===== config.mk =====
export PLATFORM = sky130hd
export DESIGN_NAME = mult_accum_mem_ctrl
export DESIGN_NICKNAME = d
export VERILOG_FILES = /design/src/rtl/mult_accum_mem_ctrl.sv
export SDC_FILE = /design/constraint.sdc
export NUM_CORES = 1
export LEC_CHECK = 0
export BUFFER_PORTS_ARGS = -buffer_cell sky130_fd_sc_hd__buf_2
export CORE_ASPECT_RATIO = 1.25
export CORE_MARGIN = 4
export CORE_UTILIZATION = 50
export DETAILED_ROUTE_END_ITERATION = 8
export GPL_ROUTABILITY_DRIVEN = 0
export PLACE_DENSITY = 0.81
export SYNTH_ARGS = -nofsm -noshare
export SYNTH_HDL_FRONTEND = slang
export SYNTH_SLANG_ARGS = --single-unit

===== constraint.sdc =====
create_clock -name clk -period 9.74 [get_ports clk]
set_input_delay 1.461 -clock clk [delete_from_list [all_inputs] [get_ports clk]]
set_output_delay 1.461 -clock clk [all_outputs]
set_load 0.01 [all_outputs]

===== src/rtl/mult_accum_mem_ctrl.sv =====
// mult_accum_mem_ctrl: unsigned multiply / multiply-accumulate engine that streams results
// into write port B of a two-port memory and reads back a programmable window through
// read port A.
//
// Ports:
//   clk, rst                      single rising-edge clock, synchronous active-high reset
//   EN_mult / RDY_mult            operand pair handshake (mult_input0, mult_input1, mode)
//   EN_writeMem, writeMem_addr,   one write per result, PIPE cycles after the pair is accepted
//   writeMem_val
//   EN_blockRead / RDY_blockRead  block-read handshake (blockRead_start, blockRead_len)
//   EN_readMem, readMem_addr      read strobe and address towards the memory
//   readMem_val                   memory read data, MEM_RD_LAT cycles after EN_readMem
//   VALID_memVal, memVal_data     read-back word stream
//   full, wr_count                words written since reset (saturating at DEPTH)
module mult_accum_mem_ctrl #(
  parameter int unsigned DATA_W     = 16,
  parameter int unsigned ADDR_W     = 6,
  parameter int unsigned PIPE       = 2,
  parameter int unsigned MEM_RD_LAT = 1,
  parameter bit          WRAP       = 1'b0
) (
  input  logic              clk,
  input  logic              rst,
  input  logic              EN_mult,
  output logic              RDY_mult,
  input  logic [DATA_W-1:0] mult_input0,
  input  logic [DATA_W-1:0] mult_input1,
  input  logic              mode,
  output logic              EN_writeMem,
  output logic [ADDR_W-1:0] writeMem_addr,
  output logic [DATA_W-1:0] writeMem_val,
  input  logic              EN_blockRead,
  input  logic [ADDR_W-1:0] blockRead_start,
  input  logic [ADDR_W:0]   blockRead_len,
  output logic              RDY_blockRead,
  output logic              EN_readMem,
  output logic [ADDR_W-1:0] readMem_addr,
  input  logic [DATA_W-1:0] readMem_val,
  output logic              VALID_memVal,
  output logic [DATA_W-1:0] memVal_data,
  output logic              full,
  output logic [ADDR_W:0]   wr_count
);

  localparam int unsigned DEPTH  = 2 ** ADDR_W;
  localparam int unsigned CntW   = ADDR_W + 1;
  localparam int unsigned PendW  = ADDR_W + 2;
  localparam int unsigned DrainW = (MEM_RD_LAT > 1) ? $clog2(MEM_RD_LAT) : 1;
  localparam logic [CntW-1:0]   DepthCnt  = CntW'(DEPTH);
  localparam logic [DrainW-1:0] DrainLast = DrainW'(MEM_RD_LAT - 1);

  typedef enum logic [1:0] {StIdle, StMult, StRead, StDrain} state_e;

  state_e state_q, state_d;

  // Multiplier pipeline: stage 0 holds the truncated product, the last stage feeds the write.
  logic [PIPE-1:0]   pipeVld_q;
  logic [PIPE-1:0]   pipeMode_q;
  logic [DATA_W-1:0] pipeProd_q [PIPE];

  logic [DATA_W-1:0] acc_q;
  logic [ADDR_W-1:0] wrPtr_q;
  logic [CntW-1:0]   wrCount_q;

  logic [ADDR_W-1:0]     rdStart_q;
  logic [CntW-1:0]       rdLen_q;
  logic [CntW-1:0]       rdIdx_q;
  logic [DrainW-1:0]     drainCnt_q;
  logic [MEM_RD_LAT-1:0] rdVld_q;

  logic [DATA_W-1:0] prodNow;
  logic [DATA_W-1:0] result;
  logic              wrFire;
  logic              pipeEmpty;
  logic [PendW-1:0]  inFlight;
  logic [PendW-1:0]  pending;
  logic              hasRoom;
  logic              lastIssue;

  logic rdyBlock, rdyMultBase, readIssue;
  logic blockFire, multFire;

  assign prodNow   = mult_input0 * mult_input1;
  assign wrFire    = pipeVld_q[PIPE-1];
  assign result    = pipeMode_q[PIPE-1] ? acc_q + pipeProd_q[PIPE-1] : pipeProd_q[PIPE-1];
  assign pipeEmpty = ~|pipeVld_q;
  assign lastIssue = (rdIdx_q == rdLen_q - CntW'(1));

  // Pairs still in the pipeline will be written, so they must be reserved against DEPTH.
  always_comb begin
    inFlight = '0;
    for (int i = 0; i < PIPE; i++) begin
      inFlight = inFlight + PendW'(pipeVld_q[i]);
    end
  end

  assign pending = PendW'(wrCount_q) + inFlight;
  assign hasRoom = WRAP || (pending < PendW'(DEPTH));

  // State register
  always_ff @(posedge clk) begin
    if (rst) begin
      state_q <= StIdle;
    end else begin
      state_q <= state_d;
    end
  end

  // Next-state logic
  always_comb begin
    state_d = state_q;
    unique case (state_q)
      StIdle: begin
        if (blockFire) begin
          state_d = StRead;
        end else if (multFire) begin
          state_d = StMult;
        end
      end
      StMult: begin
        if (!EN_mult && pipeEmpty) begin
          state_d = StIdle;
        end
      end
      StRead: begin
        if ((rdLen_q == '0) || lastIssue) begin
          state_d = StDrain;
        end
      end
      StDrain: begin
        if (drainCnt_q == DrainLast) begin
          state_d = StIdle;
        end
      end
      default: state_d = StIdle;
    endcase
  end

  // Output logic; every output is forced low while rst is high.
  always_comb begin
    rdyBlock    = 1'b0;
    rdyMultBase = 1'b0;
    readIssue   = 1'b0;
    unique case (state_q)
      StIdle: begin
        rdyBlock    = pipeEmpty;
        rdyMultBase = hasRoom;
      end
      StMult:  rdyMultBase = hasRoom;
      StRead:  readIssue   = (rdLen_q != '0);
      default: ;
    endcase

    RDY_blockRead = !rst && rdyBlock;
    blockFire     = EN_blockRead && RDY_blockRead;
    // A block read wins over an operand pair offered in the same cycle.
    RDY_mult      = !rst && rdyMultBase && !blockFire;
    multFire      = EN_mult && RDY_mult;

    EN_writeMem   = 1'b0;
    writeMem_addr = '0;
    writeMem_val  = '0;
    EN_readMem    = 1'b0;
    readMem_addr  = '0;
    VALID_memVal  = 1'b0;
    memVal_data   = '0;
    full          = 1'b0;
    wr_count      = '0;
    if (!rst) begin
      EN_writeMem   = wrFire;
      writeMem_addr = wrFire ? wrPtr_q : '0;
      writeMem_val  = wrFire ? result : '0;
      EN_readMem    = readIssue;
      readMem_addr  = readIssue ? rdStart_q + rdIdx_q[ADDR_W-1:0] : '0;
      VALID_memVal  = rdVld_q[MEM_RD_LAT-1];
      memVal_data   = rdVld_q[MEM_RD_LAT-1] ? readMem_val : '0;
      full          = (wrCount_q == DepthCnt);
      wr_count      = wrCount_q;
    end
  end

  // Pipeline payload needs no reset; only the valid bits qualify it.
  always_ff @(posedge clk) begin
    pipeProd_q[0] <= prodNow;
    pipeMode_q[0] <= mode;
    for (int i = 1; i < PIPE; i++) begin
      pipeProd_q[i] <= pipeProd_q[i-1];
      pipeMode_q[i] <= pipeMode_q[i-1];
    end
  end

  always_ff @(posedge clk) begin
    if (rst) begin
      pipeVld_q  <= '0;
      acc_q      <= '0;
      wrPtr_q    <= '0;
      wrCount_q  <= '0;
      rdVld_q    <= '0;
      rdStart_q  <= '0;
      rdLen_q    <= '0;
      rdIdx_q    <= '0;
      drainCnt_q <= '0;
    end else begin
      pipeVld_q[0] <= multFire;
      for (int i = 1; i < PIPE; i++) begin
        pipeVld_q[i] <= pipeVld_q[i-1];
      end

      if (wrFire) begin
        // A mode=0 result restarts the running sum.
        acc_q   <= pipeMode_q[PIPE-1] ? result : '0;
        wrPtr_q <= wrPtr_q + ADDR_W'(1);
        if (wrCount_q != DepthCnt) begin
          wrCount_q <= wrCount_q + CntW'(1);
        end
      end

      rdVld_q[0] <= readIssue;
      for (int i = 1; i < MEM_RD_LAT; i++) begin
        rdVld_q[i] <= rdVld_q[i-1];
      end

      if (blockFire) begin
        rdStart_q <= blockRead_start;
        rdLen_q   <= (blockRead_len > DepthCnt) ? DepthCnt : blockRead_len;
        rdIdx_q   <= '0;
      end else if (readIssue) begin
        rdIdx_q <= rdIdx_q + CntW'(1);
      end

      drainCnt_q <= (state_q == StDrain) ? drainCnt_q + DrainW'(1) : '0;
    end
  end

endmodule


==> results of run 1 <==
## cell families (layout without fill, tap and decap cells)
logic type,count (synthesis),after routing
AO/OA/AOI/OAI,104,104
XOR/XNOR,78,78
adder cells (fa/ha/maj),158,158
buffers and inverters,161,271
flip-flops,89,89
multiplexers,18,18
AND/OR/NAND/NOR,346,346
## critical path: stages
cell     delay, ps
buf_2          170
and2_1         170
fa_1           550
inv_1           60
fa_1           560
fa_1           450
fa_1           510
inv_1           60
fa_1           530
inv_1           60
fa_1           520
inv_1           40
ha_1           360
a21oi_1        190
o21ai_0        190
or4_1          430
nand3_1         90
## cell type report
class	count	area [µm²]
Clock buffer	10	239.0
Clock inverter	6	65.06
Fill cell	1431	6872
Inverter	130	488.0
Multi-Input combinational cell	704	5917
Sequential cell	89	1782
Tap cell	216	270.3
Timing Repair Buffer	125	633.1
## power by group
part	internal, mW	switching [mW]
registers	0.448	0.0302
clock network	0.206	0.141
logic	0.595	0.738
total	1.25	0.909
## layer usage
metal | GRT usage | vias to the layer above | part of all wire
met5 | 0 | - | 0
met4 | 0.08496 | 0 | 0.038
met3 | 0.02154 | 42 | 0.058
met2 | 0.3593 | 228 | 0.52
met1 | 0.2395 | 3147 | 0.39
li1 | - | 3250 | -
## final timing paths
kind | end | slack, ps | depth (start not counted)
max | pipeProd_q[0][14] | 3600 | 17
min | pipeProd_q[0][20] | 330 | 0
max reg2reg | acc_q[15] | 7110 | 8
min reg2reg | pipeProd_q[0][20] | 330 | 0
## registers in the layout, indices dropped and copies added, names as in the netlist, 6 cells and up
register	cells
pipeProd_q	32
rdLen_q	7
acc_q	16
rdIdx_q	7
wrCount_q	7
rdStart_q	6
wrPtr_q	6
## through the flow
step	setup slack [ps]	util
after detailed placement	3243	0.5588
after floorplan	3588	-
after CTS	3612	0.5775
final	3601	0.5775
after global placement	3383	0.5588
after global routing	3282	0.5775
## cells in the mapped netlist (5+ instances only)
library cell	number	area, µm²
inv_1	129	484.2
nand2_1	101	379.1
and2_1	96	600.6
dfxtp_1	89	1782
fa_1	82	1642
ha_1	76	950.9
nor2_1	61	229.0
xnor2_1	48	420.4
a21oi_1	40	200.2
xor2_1	30	262.8
clkbuf_1	26	97.59
nand3_1	18	90.09
o21ai_0	18	90.09
mux2i_1	15	150.1
nor2b_1	11	68.82
nor3_1	10	50.05
a21o_1	9	67.56
nand4_1	9	56.30
nand3b_1	7	52.55
o21bai_1	7	52.55
nor3b_1	6	45.04
or3_1	5	31.28
## cells in the final DEF, fill, tap and decap left out, drive strengths merged, types with 4 or more instances in the layout
master / synthesis / routed
nor4: 5 / 5
or3: 5 / 5
nor2: 61 / 61
buf: 3 / 125
fa: 82 / 82
mux2i: 15 / 15
nand2: 101 / 101
xnor2: 48 / 48
nand3b: 7 / 7
a21oi: 42 / 42
nand2b: 4 / 4
and2: 96 / 96
xor2: 30 / 30
nor2b: 11 / 11
clkbuf: 28 / 10
dfxtp: 89 / 89
ha: 76 / 76
clkinv: 1 / 4
o21a: 5 / 5
a21o: 10 / 10
o21ai: 19 / 19
nor3: 11 / 11
nand3: 18 / 18
inv: 129 / 130
o21bai: 8 / 8
nor3b: 6 / 6
nand4: 9 / 9
==> results.md, run 1 <==
* Status: finished, final reports clean
* VDD IR max at roughly 0.00016 V
* Clock transition at path regs at about 60 ps
* # diodes at 0
* Post-synth EDFFs at 0
* Post-synthesis xor/xnor area fraction at 0.08199
* Die ar. at between 15000 and 20000 µm²
* Most used flip-flop cell after synthesis: dfxtp_1
* Starting density of the core at 0.5122
* Hold buffers post-CTS at 0
* Max_cap viols at 0
* CP Class: in2reg
* Adder-Cell Fraction of Synth Area at 0.3112
* CTS tree: done
* Vias per cell at approximately 5.2
* Main combinational cell family by area after synthesis: adder cells
* Worst-Skew Late Latency at around 340 ps
* WL per Instance at 14.28 µm
* Longest Clk Path Bufs at 2
* WL final at roughly 18000 µm
* Clock Sinks at just under 90
* Post-CTS Setup Bufs at 0
* Row cnt at 52
* First-pass GRT wire length at between 30000 and 40000 µm
* Worst Path Required at 10020 ps
* # DRC at 0
* Hold slack final at about 330 ps
* H-tree Lvls at 3
* Synth Net Count at approximately 1200
* Setup TNS at 0 ps
* Largest net degree at the start of global routing at 62
* Hpwl dp at roughly 15000 µm
* Final Net Count at around 1300
* Layout cells sized above 1 at 0.1485
* Vias in the first global route at just under 7000
* Final worst path period share at 0.6303
* Placed cell count at between 1000 and 1500
* Mapped Area at between 8000 and 9000 µm²
* Crit path from: mult_input0[5]
* CP Launch Type: input pin
* Pwr dens at ~230 nW/µm²
* Post-CTS Resized at 0
* Sequential area share after synthesis at 0.2138
* Gate Count Post-Synth at around 950
* GRT Total Usage at 0.2007
* Setup crit end kind: flip-flop
* Via Count at between 6000 and 7000
* Port buffer count at between 100 and 150
* Mux contribution to synthesized area at 0.02253
* Syn. warnings at 0
* Synth Register Bits at between 80 and 90
* Max Transition Viols Final at 0
* Hold Path Class: reg2reg
* CP max FO at 11
* Initial antenna violation count at 0
* Min-delay src: pipeProd_q[0][4]
* Grt ovf at 0
* Number of routed nets with antenna violations at 0
* Synth-to-Final Area Change at 12.75%
* Placed inst area at just over 9000 µm²
* Finished Layout Cells at 1280
* Final instance area at between 9000 and 10000 µm²
* Starting DRT DRC Count at between 300 and 400
* Crit Reg-Reg Startpoint: pipeProd_q[0][17]
* Initial DRT Pass Iterations at 5
* Min cycle time layout at a little over 6000 ps
* FFs w/ async S/R, synth at 0
* Max Clock Skew at about 10 ps
* Slew margin rel. at 0.4655
* Die Ht at 152.3 µm
* TritonCTS Buffers at 9
* Setup violations, final at 0
* Die extent in x at roughly 120 µm
* # IOs at 123
* Worst-Margin Slew at between 700 and 800 ps
* RSZ-0062 raised after global routing: false
* Synth Area in Compound Gates at 0.08079
* Final Hold Viols at 0
* Core ar. at ~16000 µm²
* Mapped Avg Cell Area at between 8 and 9 µm²
* Fmax at 0.1629 GHz
* Post-synth cell types at 63
* CP arrival at 6420 ps
* Leak at 4.634 nW
* Overall Power at between 2 and 2.5 mW
* Synth Area in Simple Gates at 0.2137
* CTS root buf: clkbuf_16
Power figures use the tool's default switching activity.
==> run 2, diff against run 1 <==
Settings changed: ABC_AREA set to 1.
Clock period 9.74 ns to 5.9 ns, I/O delays scaled along.
==> results.md, run 2 <==
* # diodes at 0 (unchanged)
* Pwr dens at 369.9 nW/µm² (+61%)
* Vias in the first global route at 7836 (+15%)
* Die extent in x at 126.5 µm (+2.5%)
* Crit Reg-Reg Startpoint: state_q[1]
* Synth-to-Final Area Change at 11.90%
* RSZ-0062 raised after global routing: false
* Met2 WL at 10340 µm (+9.4%)
* Largest net degree at the start of global routing at 42 (-32%)
* Row cnt at 53 (+1.9%)
* Placed cell count at 1557 (+23%)
* Post-synth cell types at 42 (-33%)
* Top sig layer: met5
* Hold Path Class: reg2reg
* Most common cell after layout, fill and taps aside: nand2_1
* Setup violations, final at 0 (unchanged)
* Worst-Skew Late Latency at 340 ps (about the same)
* Via Count at 7864 (+18%)
* Min cycle time layout at 5431 ps
* Clock Sinks at 89 (unchanged)
* Final Net Count at 1572 (+23%)
* TritonCTS Buffers at 9 (unchanged)
* Initial DRT Pass Iterations at 7 (+2)
* Post-synth top area share at 0.2030 (-0.01088)
* Post-synth EDFFs at 0 (unchanged)
* First-pass GRT wire length at 34400 µm (+11%)
* WL per Instance at 12.80 µm (-10%)
* WL final at 20130 µm (+10%)
* Synth area leaders: dfxtp_1 (20%), fa_1 (19%), nand2_1 (13%)
* Worst Path Required at 6170 ps (-3850 ps)
* Hold slack final at 319.4 ps (-6.338 ps)
* Largest regs: pipeProd_q: 32 flops, acc_q: 16 flops
* Mapped Avg Cell Area at 7.028 µm² (-20%)
* Clock power share at 0.156 (-0.005)
* Overall Power at 3.633 mW (+68%)
* P_int at 1.983 mW (+59%)
* CP endpoint: pipeProd_q[0][14]
* # IOs at 123 (unchanged)
* Grt ovf at 0 (unchanged)
* H-tree Lvls at 3 (unchanged)
* Crit path from: mult_input1[6]
* Hold buffers post-CTS at 0 (unchanged)
* Fmax at between 0.15 and 0.2 GHz
* Net Switching at 1.650 mW (+82%)
* Port buffer count at 122 (unchanged)
* Commonest cells after routing, fill and taps aside: nand2_1 (310), inv_1 (261), buf_2 (122), nor2_1 (92), dfxtp_1 (89)
* Status: finished, final reports clean
* Longest Clk Path Bufs at 2 (unchanged)
* Syn. warnings at 0 (unchanged)
* Die ar. at 19750 µm² (+5.0%)
* Starting DRT DRC Count at 349 (+0.29%)
* Post-CTS Setup Bufs at 0 (unchanged)
* Worst-Margin Slew at 725.2 ps (-74.64 ps)
* Setup crit end kind: flip-flop
* Final Hold Viols at 0 (unchanged)
* Gate power share at 0.614 (-0.004)
* R2r worst-path depth at 12 (+4)
* Clock transition at path regs at 60 ps (about the same)
* Seq pwr share at 0.230 (+0.008)
* Max reg flops at 32 (unchanged)
* Leak at 5.622 nW (+21%)
* Initial antenna violation count at 1 (+1)
* Final worst path period share at 0.9205
* Most used flip-flop cell after synthesis: dfxtp_1
* Layout cells sized above 1 at 0.1353 (-0.01324)
* Met1 wire length at 8032 µm (+14%)
* Max Transition Viols Final at 0 (unchanged)
* CP Launch Type: input pin
* VDD IR max at 0.0002316 V (+43%)
* Setup TNS at 0 ps (unchanged)
* Die Ht at 156.1 µm (+2.5%)
* Synth cell count leaders: nand2_1 (310), inv_1 (261), nor2_1 (92), dfxtp_1 (89), a21oi_1 (83)
* Number of routed nets with antenna violations at 0 (unchanged)
* DR WL met3 at 1075 µm (+1.0%)
* Mapped Area at 8778 µm² (+5.4%)
* # fillers at 1553 (+8.5%)
* Finished Layout Cells at 1573 (+23%)
* Top reg by flops: pipeProd_q
* CP Class: in2reg
* Vias per cell at 4.999 (-4.0%)
* Max Clock Skew at 10.25 ps (-0.1995 ps)
* GRT Total Usage at 0.2072 (+0.006482)
* Slew margin rel. at 0.5165 (+0.05106)
* Synth Net Count at 1473 (+25%)
* Gate Count Post-Synth at 1249 (+31%)
* Sequential area share after synthesis at 0.2030 (-0.01088)
* Synth Register Bits at 89 (unchanged)
* Starting density of the core at 0.5151 (+0.002856)
* Core ar. at 17040 µm² (+4.8%)
* Cell with the most instances after synthesis: nand2_1
* CP arrival at 5700 ps (-720 ps)
* Hold Path Stages at 0 (unchanged)
* Post-CTS Resized at 0 (unchanged)
* Hpwl dp at 16400 µm (+12%)
* Max_cap viols at 0 (unchanged)
* Net Sw Frac at 0.4542 (+0.03293)
* R2r endpoint: state_q[0]
* FFs w/ async S/R, synth at 0 (unchanged)
* Cell taking the most area after synthesis: dfxtp_1
* CP max FO at 10 (-1)
* # DRC at 0 (unchanged)
* CTS tree: done
* CTS root buf: clkbuf_16
* R2R Setup Slk at 3930 ps (-3180 ps)
run 2: per-layer routing:
layer,vias up,GRT usage
li1,3972,-
met1,3617,0.2400
met2,224,0.3812
met3,49,0.02671
met4,2,0.08942
met5,-,0
run 2: power groups by stage:
stage	combinational [mW]	sequential (mW)	clock, mW
floorplan	1.82	0.817	0
global placement	2.17	0.841	0
detailed placement	2.25	0.845	0
CTS	2.26	0.834	0.576
global route	2.64	0.847	0.601
finish	2.23	0.834	0.568
run 2: final cells by class:
class,count,area (µm²),area share
tap,220,275.3,0.02802
multi-input combinational,846,5787,0.5891
inverter,274,1028,0.1047
clock buffer,9,225.2,0.02293
timing repair buffer,128,655.6,0.06674
sequential,89,1782,0.1814
clock inverter,7,70.07,0.007133
run 2: critical path, cell delays in order:
cell	delay, ps
buf_2	160
nand2_1	80
inv_1	50
fa_1	520
inv_1	50
fa_1	560
fa_1	430
fa_1	490
inv_1	50
fa_1	530
inv_1	50
fa_1	520
inv_1	40
ha_1	330
nand2_1	80
or2_2	300
nand4_1	140
a21oi_1	80
o21ai_0	180
xor2_1	150
run 2: through the flow:
| step | utilization | instance area (µm²) | worst slack [ps] |
|---|---|---|---|
| after detailed placement | 0.5591 | 9528 | 105.6 |
| after global placement | 0.5591 | 9528 | 179.4 |
| after floorplan | - | 8778 | 261.7 |
| final | 0.5764 | 9823 | 468.9 |
| after CTS | 0.5764 | 9823 | 460.6 |
| after global routing | 0.5764 | 9823 | 149.0 |
run 2: kinds of logic after synthesis:
family                     synth area share
AOI/OAI and AO/OA                   0.08851
buffers and inverters                0.1378
adders and majority gates            0.2953
xor gates and xnor gates            0.03663
DFF                                  0.2030
and+or+nand+nor                      0.2387
run 2: how the worst min path moves through the flow:
stage | start | end | slack [ps]
after floorplan | pipeMode_q[0] | pipeMode_q[1] | 310
after global placement | pipeProd_q[0][2] | pipeProd_q[0][18] | 310
after detailed placement | pipeProd_q[0][12] | pipeProd_q[0][28] | 310
after CTS | pipeProd_q[0][1] | pipeProd_q[0][17] | 320
after global routing | pipeProd_q[0][9] | pipeProd_q[0][25] | 330
final | pipeProd_q[0][9] | pipeProd_q[0][25] | 320
==> run 3, diff against run 2 <==
Settings changed: MAX_ROUTING_LAYER set to met4.
Clock period 5.9 ns to 6.4 ns, I/O delays scaled along.
==> results.md, run 3 (synthesized netlist as in run 2, its figures left out) <==
* Status: finished, final reports clean
* Setup crit end kind: flip-flop
* Worst-Skew Late Latency at 340 ps (about the same)
* Placed inst area at 9498 µm² (-0.32%)
* Crit-path cells: buf_2, nand2_1, inv_1, fa_1, inv_1, fa_1, fa_1, fa_1, inv_1, fa_1, inv_1, fa_1, inv_1, ha_1, nand2_1, or2_2, nand4_1, a21oi_1, o21ai_0, xor2_1
* Worst Path Required at 6670 ps (+500 ps)
* Via Count at 7856 (-0.10%)
* Row cnt at 53 (unchanged)
* RSZ-0062 raised after global routing: false
* Vias in the first global route at 7797 (-0.50%)
* Max Transition Viols Final at 0 (unchanged)
* Setup violations, final at 0 (unchanged)
* Final Hold Viols at 0 (unchanged)
* Fmax at between 0.15 and 0.2 GHz
* Hold buffers post-CTS at 0 (unchanged)
* Die ar. at 19750 µm² (unchanged)
* # DRC at 0 (unchanged)
* Grt ovf at 0 (unchanged)
* CP dominant cell by count: fa_1
* Number of routed nets with antenna violations at 0 (unchanged)
* Worst-Margin Slew at 733.7 ps (+8.473 ps)
* Vias per cell at 5.004 (about the same)
* Die extent in x at 126.5 µm (unchanged)
* Most common cell after layout, fill and taps aside: nand2_1
* Core ar. at 17040 µm² (unchanged)
* Setup TNS at 0 ps (unchanged)
* TritonCTS Buffers at 9 (unchanged)
* CP max FO at 11 (+1)
* Final instance area at 9793 µm² (-0.31%)
* Starting DRT DRC Count at 382 (+9.5%)
* CP arrival at 5860 ps (+160 ps)
* CTS tree: done
* Leak at 5.600 nW (-0.39%)
* Crit-path max cell delay at 560 ps (about the same)
* Initial DRT Pass Iterations at 5 (-2)
* Max_cap viols at 0 (unchanged)
* Post-CTS Resized at 0 (unchanged)
* Initial antenna violation count at 1 (unchanged)
* Layout cells sized above 1 at 0.1327 (-0.002564)
* Die Ht at 156.1 µm (unchanged)
* Pwr dens at 343.0 nW/µm² (-7.3%)
* Top reg by flops: pipeProd_q
* Clock transition at path regs at 60 ps (about the same)
* Min cycle time layout at 5586 ps
* Final worst path period share at 0.8728
* Starting density of the core at 0.5151 (unchanged)
* Longest Clk Path Bufs at 2 (unchanged)
* Max Clock Skew at 5.191 ps (-5.063 ps)
* # IOs at 123 (unchanged)
* CP Launch Type: input pin
* WL per Instance at 12.86 µm (+0.47%)
* CP max-delay cell: fa_1
* Largest regs: pipeProd_q: 32 flops, acc_q: 16 flops
* Largest net degree at the start of global routing at 42 (unchanged)
* Port buffer count at 122 (unchanged)
* Slew margin rel. at 0.5109 (-0.005649)
* Post-CTS Setup Bufs at 0 (unchanged)
* First-pass GRT wire length at 34640 µm (+0.72%)
* CP Class: in2reg
* H-tree Lvls at 3 (unchanged)
* GRT Total Usage at 0.2163 (+0.009143)
* Max reg flops at 32 (unchanged)
* Final Net Count at 1568 (-0.25%)
* Clock Sinks at 89 (unchanged)
* Commonest cells after routing, fill and taps aside: nand2_1 (310), inv_1 (261), buf_2 (122), nor2_1 (92), dfxtp_1 (89)
* WL final at 20180 µm (+0.28%)
* VDD IR max at 0.0001748 V (-24%)
* CTS root buf: clkbuf_16
* Hold Path Class: reg2reg
* Synth-to-Final Area Change at 11.56%
* Hpwl dp at 16420 µm (+0.11%)
## run 3: power by group
group | internal [mW] | switching (mW)
Clock | 0.275 | 0.239
Combinational | 0.828 | 1.25
Sequential | 0.701 | 0.0673
## run 3: through the flow
stage / util / setup WS (ps) / power [mW] / hold slack [ps] / std cells
CTS: 0.5745 / 821.6 / 3.392 / 327.3 / 1569
floorplan: - / 686.7 / 2.431 / 309.6 / 1249
global route: 0.5746 / 566.4 / 3.790 / 333.9 / 1570
global placement: 0.5573 / 594.8 / 2.777 / 309.9 / 1553
finish: 0.5746 / 814.1 / 3.359 / 327.9 / 1570
detailed placement: 0.5573 / 458.2 / 2.861 / 312.1 / 1553
## run 3: worst max-delay path: cells and delay by family
family / cells / cell delay [ps]
adder cells (fa/ha/maj): 7 / 3430
AND/OR/NAND/NOR: 4 / 590
AO/OA/AOI/OAI: 2 / 270
XOR/XNOR: 1 / 160
buffers and inverters: 6 / 430
## run 3: cell type report
cell class                 count  area [µm²]
fill                        1578        7249
multi-input combinational    846        5787
sequential                    89        1782
inverter                     274        1028
timing repair buffer         124       625.6
tap                          220       275.3
clock buffer                   9       225.2
clock inverter                 7       67.56
antenna                        1       2.502
## run 3: routing by layer
layer,global-route usage,vias up,wire (µm)
met1,0.2427,3593,7948
met5,-,-,0
met4,0.08431,0,599
met3,0.02603,48,1240
met2,0.3908,252,10400
li1,-,3963,-
## run 3: worst paths after layout
check	start	slack [ps]	depth (start not counted)	endpoint
max	mult_input0[5]	810	20	pipeProd_q[0][14]
min	pipeMode_q[0]	330	0	pipeMode_q[1]
max reg2reg	state_q[1]	4410	12	state_q[0]
min reg2reg	pipeMode_q[0]	330	0	pipeMode_q[1]
